[config.mk]
export PLATFORM = sky130hd
export DESIGN_NAME = led_seq_ctrl
export DESIGN_NICKNAME = d
export VERILOG_FILES = /design/src/rtl/led_pkg.sv /design/src/rtl/led_tick_gen.sv /design/src/rtl/led_seq_ctrl.sv
export SDC_FILE = /design/constraint.sdc
export NUM_CORES = 1
export LEC_CHECK = 0
export ABC_AREA = 1
export BUFFER_PORTS_ARGS = -buffer_cell sky130_fd_sc_hd__buf_2
export CAP_MARGIN = 30
export CORE_ASPECT_RATIO = 2
export CORE_MARGIN = 10
export CORE_UTILIZATION = 50
export DETAILED_ROUTE_END_ITERATION = 8
export HOLD_SLACK_MARGIN = 0.02
export PLACE_DENSITY = 0.68
export REMOVE_ABC_BUFFERS = 1
export SLEW_MARGIN = 20
export SYNTH_ARGS = -nofsm -noshare
export SYNTH_HDL_FRONTEND = slang
export SYNTH_SLANG_ARGS = --single-unit
export TNS_END_PERCENT = 100
[constraint.sdc]
create_clock -name clock -period 1.7 [get_ports clock]
set_input_delay 0.17 -clock clock [delete_from_list [all_inputs] [get_ports clock]]
set_output_delay 0.17 -clock clock [all_outputs]
set_load 0.005 [all_outputs]
[src/rtl/led_pkg.sv]
// Shared state encoding and default parameters for the LED sequencer.
package led_pkg;

  typedef enum logic [1:0] {
    ST_IDLE  = 2'd0,
    ST_RUN   = 2'd1,
    ST_PAUSE = 2'd2,
    ST_DONE  = 2'd3
  } led_state_t;

  localparam int LED_NB_LEDS    = 4;
  localparam int LED_COUNT_LIM0 = 2**23;
  localparam int LED_COUNT_LIM1 = 2**24;
  localparam int LED_COUNT_LIM2 = 2**25;
  localparam int LED_COUNT_LIM3 = 2**26;

endpackage

[src/rtl/led_tick_gen.sv]
// Prescaler with switch-selected period; emits a registered one-clock tick
// each time the count reaches the selected limit.
module led_tick_gen
  import led_pkg::*;
#(
  parameter int NB_COUNTER = 32,
  parameter int COUNT_LIM0 = LED_COUNT_LIM0,
  parameter int COUNT_LIM1 = LED_COUNT_LIM1,
  parameter int COUNT_LIM2 = LED_COUNT_LIM2,
  parameter int COUNT_LIM3 = LED_COUNT_LIM3
) (
  input  logic       clock,
  input  logic       i_reset,
  input  logic       i_clear,
  input  logic       i_run,
  input  logic [1:0] i_sel,
  output logic       o_tick
);

  logic [NB_COUNTER-1:0] presc;
  logic [NB_COUNTER-1:0] limit;
  logic                  at_limit;

  always_comb begin
    limit = NB_COUNTER'(COUNT_LIM0);
    case (i_sel)
      2'd0: limit = NB_COUNTER'(COUNT_LIM0);
      2'd1: limit = NB_COUNTER'(COUNT_LIM1);
      2'd2: limit = NB_COUNTER'(COUNT_LIM2);
      2'd3: limit = NB_COUNTER'(COUNT_LIM3);
    endcase
  end

  // >= so a speed change below the current count fires at once instead of wrapping
  assign at_limit = (presc >= (limit - NB_COUNTER'(1)));

  always_ff @(posedge clock or posedge i_reset) begin
    if (i_reset) begin
      presc  <= '0;
      o_tick <= 1'b0;
    end else if (i_clear) begin
      presc  <= '0;
      o_tick <= 1'b0;
    end else if (i_run) begin
      presc  <= at_limit ? '0 : presc + NB_COUNTER'(1);
      o_tick <= at_limit;
    end else begin
      o_tick <= 1'b0;
    end
  end

endmodule

[src/rtl/led_seq_ctrl.sv]
// LED shift-register sequencer: FSM, lit-position and rotation counters.
// Optional autostop (DONE state, AUTOSTOP_ROTS) is built when LED_SEQ_AUTOSTOP_EN is defined.
//
// state | meaning
// IDLE  | counters held at 0, waiting for i_enable
// RUN   | prescaler counting, strobes issued
// PAUSE | prescaler, position and rotations frozen
// DONE  | autostop reached, no strobes until i_enable drops
module led_seq_ctrl
  import led_pkg::*;
#(
  parameter int NB_LEDS    = LED_NB_LEDS,
  parameter int NB_COUNTER = 32,
  parameter int COUNT_LIM0 = LED_COUNT_LIM0,
  parameter int COUNT_LIM1 = LED_COUNT_LIM1,
  parameter int COUNT_LIM2 = LED_COUNT_LIM2,
  parameter int COUNT_LIM3 = LED_COUNT_LIM3,
  parameter int NB_ROT     = 8
`ifdef LED_SEQ_AUTOSTOP_EN
  , parameter int AUTOSTOP_ROTS = 4
`endif
) (
  input  logic                       clock,
  input  logic                       i_reset,
  input  logic                       i_enable,
  input  logic                       i_pause,
  input  logic [1:0]                 i_sel,
  output logic                       o_valid,
  output logic                       o_sr_init,
  output logic [1:0]                 o_state,
  output logic [$clog2(NB_LEDS)-1:0] o_pos,
  output logic [NB_ROT-1:0]          o_rot_cnt,
  output logic                       o_done
);

  localparam int NB_POS = $clog2(NB_LEDS);
  localparam logic [NB_POS-1:0] POS_LAST = NB_POS'(NB_LEDS - 1);

  led_state_t        state, state_nxt;
  logic              wrap;
  logic [NB_ROT-1:0] rot_next;

  led_tick_gen #(
    .NB_COUNTER (NB_COUNTER),
    .COUNT_LIM0 (COUNT_LIM0),
    .COUNT_LIM1 (COUNT_LIM1),
    .COUNT_LIM2 (COUNT_LIM2),
    .COUNT_LIM3 (COUNT_LIM3)
  ) u_tick (
    .clock   (clock),
    .i_reset (i_reset),
    .i_clear (state == ST_IDLE),
    .i_run   ((state == ST_RUN) && i_enable),
    .i_sel   (i_sel),
    .o_tick  (o_valid)
  );

  assign wrap     = o_valid && (o_pos == POS_LAST);
  assign rot_next = o_rot_cnt + NB_ROT'(wrap);

  always_comb begin
    state_nxt = state;
    if (!i_enable) begin
      state_nxt = ST_IDLE;
    end else begin
      case (state)
        ST_IDLE:  state_nxt = ST_RUN;
        ST_RUN: begin
          if (i_pause) state_nxt = ST_PAUSE;
`ifdef LED_SEQ_AUTOSTOP_EN
          if (rot_next == NB_ROT'(AUTOSTOP_ROTS)) state_nxt = ST_DONE;
`endif
        end
        ST_PAUSE: if (!i_pause) state_nxt = ST_RUN;
        default:  state_nxt = state;
      endcase
    end
  end

  always_ff @(posedge clock or posedge i_reset) begin
    if (i_reset) begin
      state     <= ST_IDLE;
      o_sr_init <= 1'b0;
    end else begin
      state     <= state_nxt;
      o_sr_init <= (state == ST_IDLE) && i_enable;
    end
  end

  // Position follows the issued strobe, so a strobe that lands on a pause still counts
  always_ff @(posedge clock or posedge i_reset) begin
    if (i_reset) begin
      o_pos     <= '0;
      o_rot_cnt <= '0;
    end else if (state == ST_IDLE) begin
      o_pos     <= '0;
      o_rot_cnt <= '0;
    end else if (o_valid) begin
      o_pos     <= wrap ? '0 : o_pos + NB_POS'(1);
      o_rot_cnt <= rot_next;
    end
  end

  assign o_state = state;

`ifdef LED_SEQ_AUTOSTOP_EN
  assign o_done = (state == ST_DONE);
`else
  assign o_done = 1'b0;
`endif

endmodule

==> results by stage <==
Timing:
- Timing would allow up to 611.3 MHz.
- Setup repair after global routing could not meet its margin everywhere.
- The worst path setup slack after routing is 64.19 ps.
- The final number of setup-violating endpoints is 0.
- Clock skew on the completed layout was measured at 6.338 ps.
- The minimum period implied by the final worst setup slack is 1636 ps.
- The final critical-path share of the clock period is 96.22%.
- The hold violation total from the final report is 0.
- The total count of max-transition violations in the final report was 0.
- Summed over all failing endpoints, the final setup total negative slack is 0 ps.

Synth:
- The synthesized design contains 0 enable-type register cells.
- Summing the areas of all compound-gate instances in the mapped netlist gives 10.81% of the synthesized area.
- After synthesis, the netlist uses 32 different library cells.
- The sequential fraction of the synthesis area is 41.61%.
- In the synthesized netlist, the number of instances is 349.
- In this run the biggest area consumer among cell types represents 41.61% of the synthesized area.
- The total standard cell area after synthesis is 2766 µm².
- Of all cell types, the one taking the most synthesized area is sky130_fd_sc_hd__dfrtp_1.
- The Yosys step of the flow raised 0 warnings.
- The most used flip-flop cell after synthesis is sky130_fd_sc_hd__dfrtp_1.
- Of the total synthesized cell area, the portion taken by XOR and XNOR cells is 5.699%.
- After Yosys synthesis, full adders, half adders and majority gates account for 3.166% of the synthesized area.
- After synthesis, the cell types taking the most area are sky130_fd_sc_hd__dfrtp_1 (42%), sky130_fd_sc_hd__nand2_1 (14%), sky130_fd_sc_hd__o21ai_2 (6.3%).
- The share of synthesized registers carrying an async set or reset is 100.0%.
- The register bit total from synthesis is 46.
- The share of synthesized area spent on multiplexers is 0%.
- The largest family of logic cells by synthesized area is simple AND/OR/NAND/NOR gates.
- Each instance of the synthesized netlist takes up on average 7.927 µm².
- The area fraction in and, or, nand and nor cells after synthesis is 30.53%.

Clock tree:
- Clock-pin slew was measured on the worst setup and hold paths at 90 ps.
- Clock tree synthesis found a total of 46 sinks.
- CTS placed an instance of sky130_fd_sc_hd__clkbuf_8 at the clock tree root.
- The total CTS buffers is 5.
- The CTS tree is built.
- The maximum buffer depth of the clock tree is 2.
- The clock latency on the worst-skew pair is 320 ps.
- The H-tree level count is 2.

Pwr:
- Per report_power, the clock group accounts for 39.1% of the total.
- Of the total power, registers draw 51.2%.
- The total design power is 2175 µW.
- For this design the total switching power over the nets is 552.6 µW.
- Per report_power, the combinational group accounts for 9.7% of the total.
- The reported leakage power is 0.001573 µW.
- The internal power of the cells is 1622 µW.
- The power density of the placed cells is 657.5 nW/µm².
- Net switching is 25.41% of the power.
- The highest ir drop seen on vdd is 0.5395 mV.

Final layout:
- The ratio of cells with drive above 1 in the final layout is 27.71%.
- The layout has 518 filler cells.
- The area growth from synthesis to layout is 19.58%.
- The number of nets at the end of the flow is 409.
- The post-layout instance area is 3308 µm².
- The library cells used most frequently in the layout, excluding fill and tap cells, are sky130_fd_sc_hd__nand2_1 (103), sky130_fd_sc_hd__dfrtp_1 (46), sky130_fd_sc_hd__nor2_1 (42).
- The antenna diode count is 0.
- The most common cell after layout, fill and taps aside is sky130_fd_sc_hd__nand2_1.
- The number of non-filler instances in the completed layout is 457.

Run status:
- The run finished with clean final reports.

Setup path:
- Of all nets on the critical path, the largest fanout is 5.
- The critical path start-end classification is reg -> reg.
- The required time at the worst-slack endpoint is 1910 ps.
- The kind of launch point of the worst setup path is a flop.
- The critical path arrival is 1840 ps.
- The nature of the critical path endpoint is a flop.

Detailed routing:
- The iteration-0 DRC count of the detailed router is 118.
- Dividing the detail-routed wire length by the instance count gives 14.08 µm.
- The final route contains 2332 vias.
- In the routed design, unresolved DRC markers number 0.
- After detailed routing, the total wire length is 6435 µm.
- The count of nets left with antenna violations once routing finished came out at 0.
- The number of optimization iterations in the first detailed-route pass is 4.
- After detailed routing, the number of vias per cell comes to 5.103.

Place:
- Routability-driven placement finished with a final weighted congestion of 0.8992.
- Prior to clock tree synthesis, the placed netlist has a worst setup slack of -62.49 ps.
- Buffers placed on the I/O ports in this run total 19.
- The total placed instance area is 3073 µm².
- Once detailed placement completed, the half-perimeter wirelength came to 5047 µm.
- The cell total after placement is 446.

GRT:
- The overall routing resource usage is 14.94%.
- The first global-routing pass estimated 10990 µm of wire.
- The via count of the first global-routing pass is 2507.
- The final global-route overflow total is 0.
- Entering global routing, the biggest net connects 24 pins.
- The number of antenna violations at the first check in global routing is 0.

Floorplanning:
- The number of placed I/O pins is 21.
- The starting density of the core is 51.04%.
- The total area inside the core boundary comes to 5420 µm².
- In this run the horizontal extent of the chip is 72.60 µm.
- The full die area is 9088 µm².
- The row count is 38.
- The die boundary height is 125.2 µm.

Job:
- The max capacitance violation total is 0.

Min path:
- The worst min-delay path category is in -> reg.
## cells by family (layout without fill, tap and decap cells)
logic type / after synthesis / in the layout
AND/OR/NAND/NOR: 191 / 191
AO/OA/AOI/OAI: 41 / 41
buffers and inverters: 45 / 93
flip-flops: 46 / 46
other: 1 / 1
XOR/XNOR: 18 / 18
adder cells (fa/ha/maj): 7 / 7
## final cells by class
cell class | instances | area (µm²) | share of cell area (%)
repair buffers | 48 | 361.6 | 10.93
clock buffers | 6 | 72.57 | 2.194
clock inverters | 2 | 37.54 | 1.135
inverters | 37 | 138.9 | 4.198
well taps | 60 | 75.07 | 2.269
flip-flops and latches | 46 | 1151 | 34.80
multi-input cells | 258 | 1471 | 44.48
## power groups by stage
| stage | registers [µW] | logic [µW] | clock network (µW) |
|---|---|---|---|
| floorplan | 1140 | 94.0 | 0 |
| global placement | 1140 | 193 | 0 |
| detailed placement | 1140 | 197 | 0 |
| CTS | 1110 | 199 | 852 |
| global route | 1120 | 237 | 899 |
| finish | 1110 | 211 | 850 |
## path summary, 6_finish.rpt
kind,slack [ps],from,endpoint,depth (start not counted)
max,60,u_tick.presc[25]$_DFFE_PP0P_,u_tick.presc[9]$_DFFE_PP0P_,9
min,80,i_enable,o_state[0]$_DFFE_PP0P_,3
max reg2reg,60,u_tick.presc[25]$_DFFE_PP0P_,u_tick.presc[9]$_DFFE_PP0P_,9
min reg2reg,510,u_tick.presc[29]$_DFFE_PP0P_,u_tick.presc[29]$_DFFE_PP0P_,2
max in group asynchronous,940,i_reset,u_tick.presc[17]$_DFFE_PP0P_,4
min in group asynchronous,250,i_reset,o_pos[0]$_DFFE_PP0P_,3
## registers in the layout, summed over array words and instances (netlist names)
name,flops
o_sr_init,1
u_tick.presc,32
o_state,2
o_rot_cnt,8
o_pos,2
u_tick.o_tick,1
## per-layer routing
metal,wire [µm],GRT usage [%],vias up
li1,-,-,1183
met1,2237,12.93,1087
met2,3720,28.67,45
met3,235,3.563,17
met4,240,8.539,0
met5,0,0,-
## Yosys cell counts (2+ instances only)
cell / count
sky130_fd_sc_hd__nand2_1: 105
sky130_fd_sc_hd__dfrtp_1: 46
sky130_fd_sc_hd__nor2_1: 45
sky130_fd_sc_hd__inv_1: 35
sky130_fd_sc_hd__o21ai_2: 20
sky130_fd_sc_hd__a21oi_1: 12
sky130_fd_sc_hd__nand3_1: 12
sky130_fd_sc_hd__xor2_1: 10
sky130_fd_sc_hd__xnor2_1: 8
sky130_fd_sc_hd__ha_1: 7
sky130_fd_sc_hd__nor2_2: 7
sky130_fd_sc_hd__nand4_1: 5
sky130_fd_sc_hd__nand2_2: 4
sky130_fd_sc_hd__nor3_1: 4
sky130_fd_sc_hd__o21ai_0: 4
sky130_fd_sc_hd__nand2_4: 3
sky130_fd_sc_hd__o21bai_1: 3
sky130_fd_sc_hd__buf_12: 2
sky130_fd_sc_hd__buf_4: 2
sky130_fd_sc_hd__inv_2: 2
sky130_fd_sc_hd__nor2_4: 2
## critical path, stage by stage, from the launching register on
cell,delay [ps]
sky130_fd_sc_hd__dfrtp_1,420
sky130_fd_sc_hd__ha_4,280
sky130_fd_sc_hd__nand2_1,50
sky130_fd_sc_hd__nor2_1,140
sky130_fd_sc_hd__nand2_1,80
sky130_fd_sc_hd__nor2_2,120
sky130_fd_sc_hd__a21oi_4,80
sky130_fd_sc_hd__nand2_4,140
sky130_fd_sc_hd__clkbuf_16,170
sky130_fd_sc_hd__o21ai_2,50
## metrics by stage
stage	util [%]	hold WS, ps
2_1_floorplan	-	273.9
3_3_place_gp	56.69	33.74
3_5_place_dp	56.69	40.25
4_1_cts	59.37	80.30
5_1_grt	61.03	96.00
6_report	61.03	82.10
## what timing repair did
item | in CTS | in global routing
hold buffers | 1 | 0
endpoints found under the setup margin | 3 | 30
gates resized for setup | 7 | 15
buffers inserted | 0 | 1
pin swaps | 2 | 5
gates cloned | 0 | 1
endpoints found under the hold margin | 46 | 0
Power figures use the tool's default switching activity.
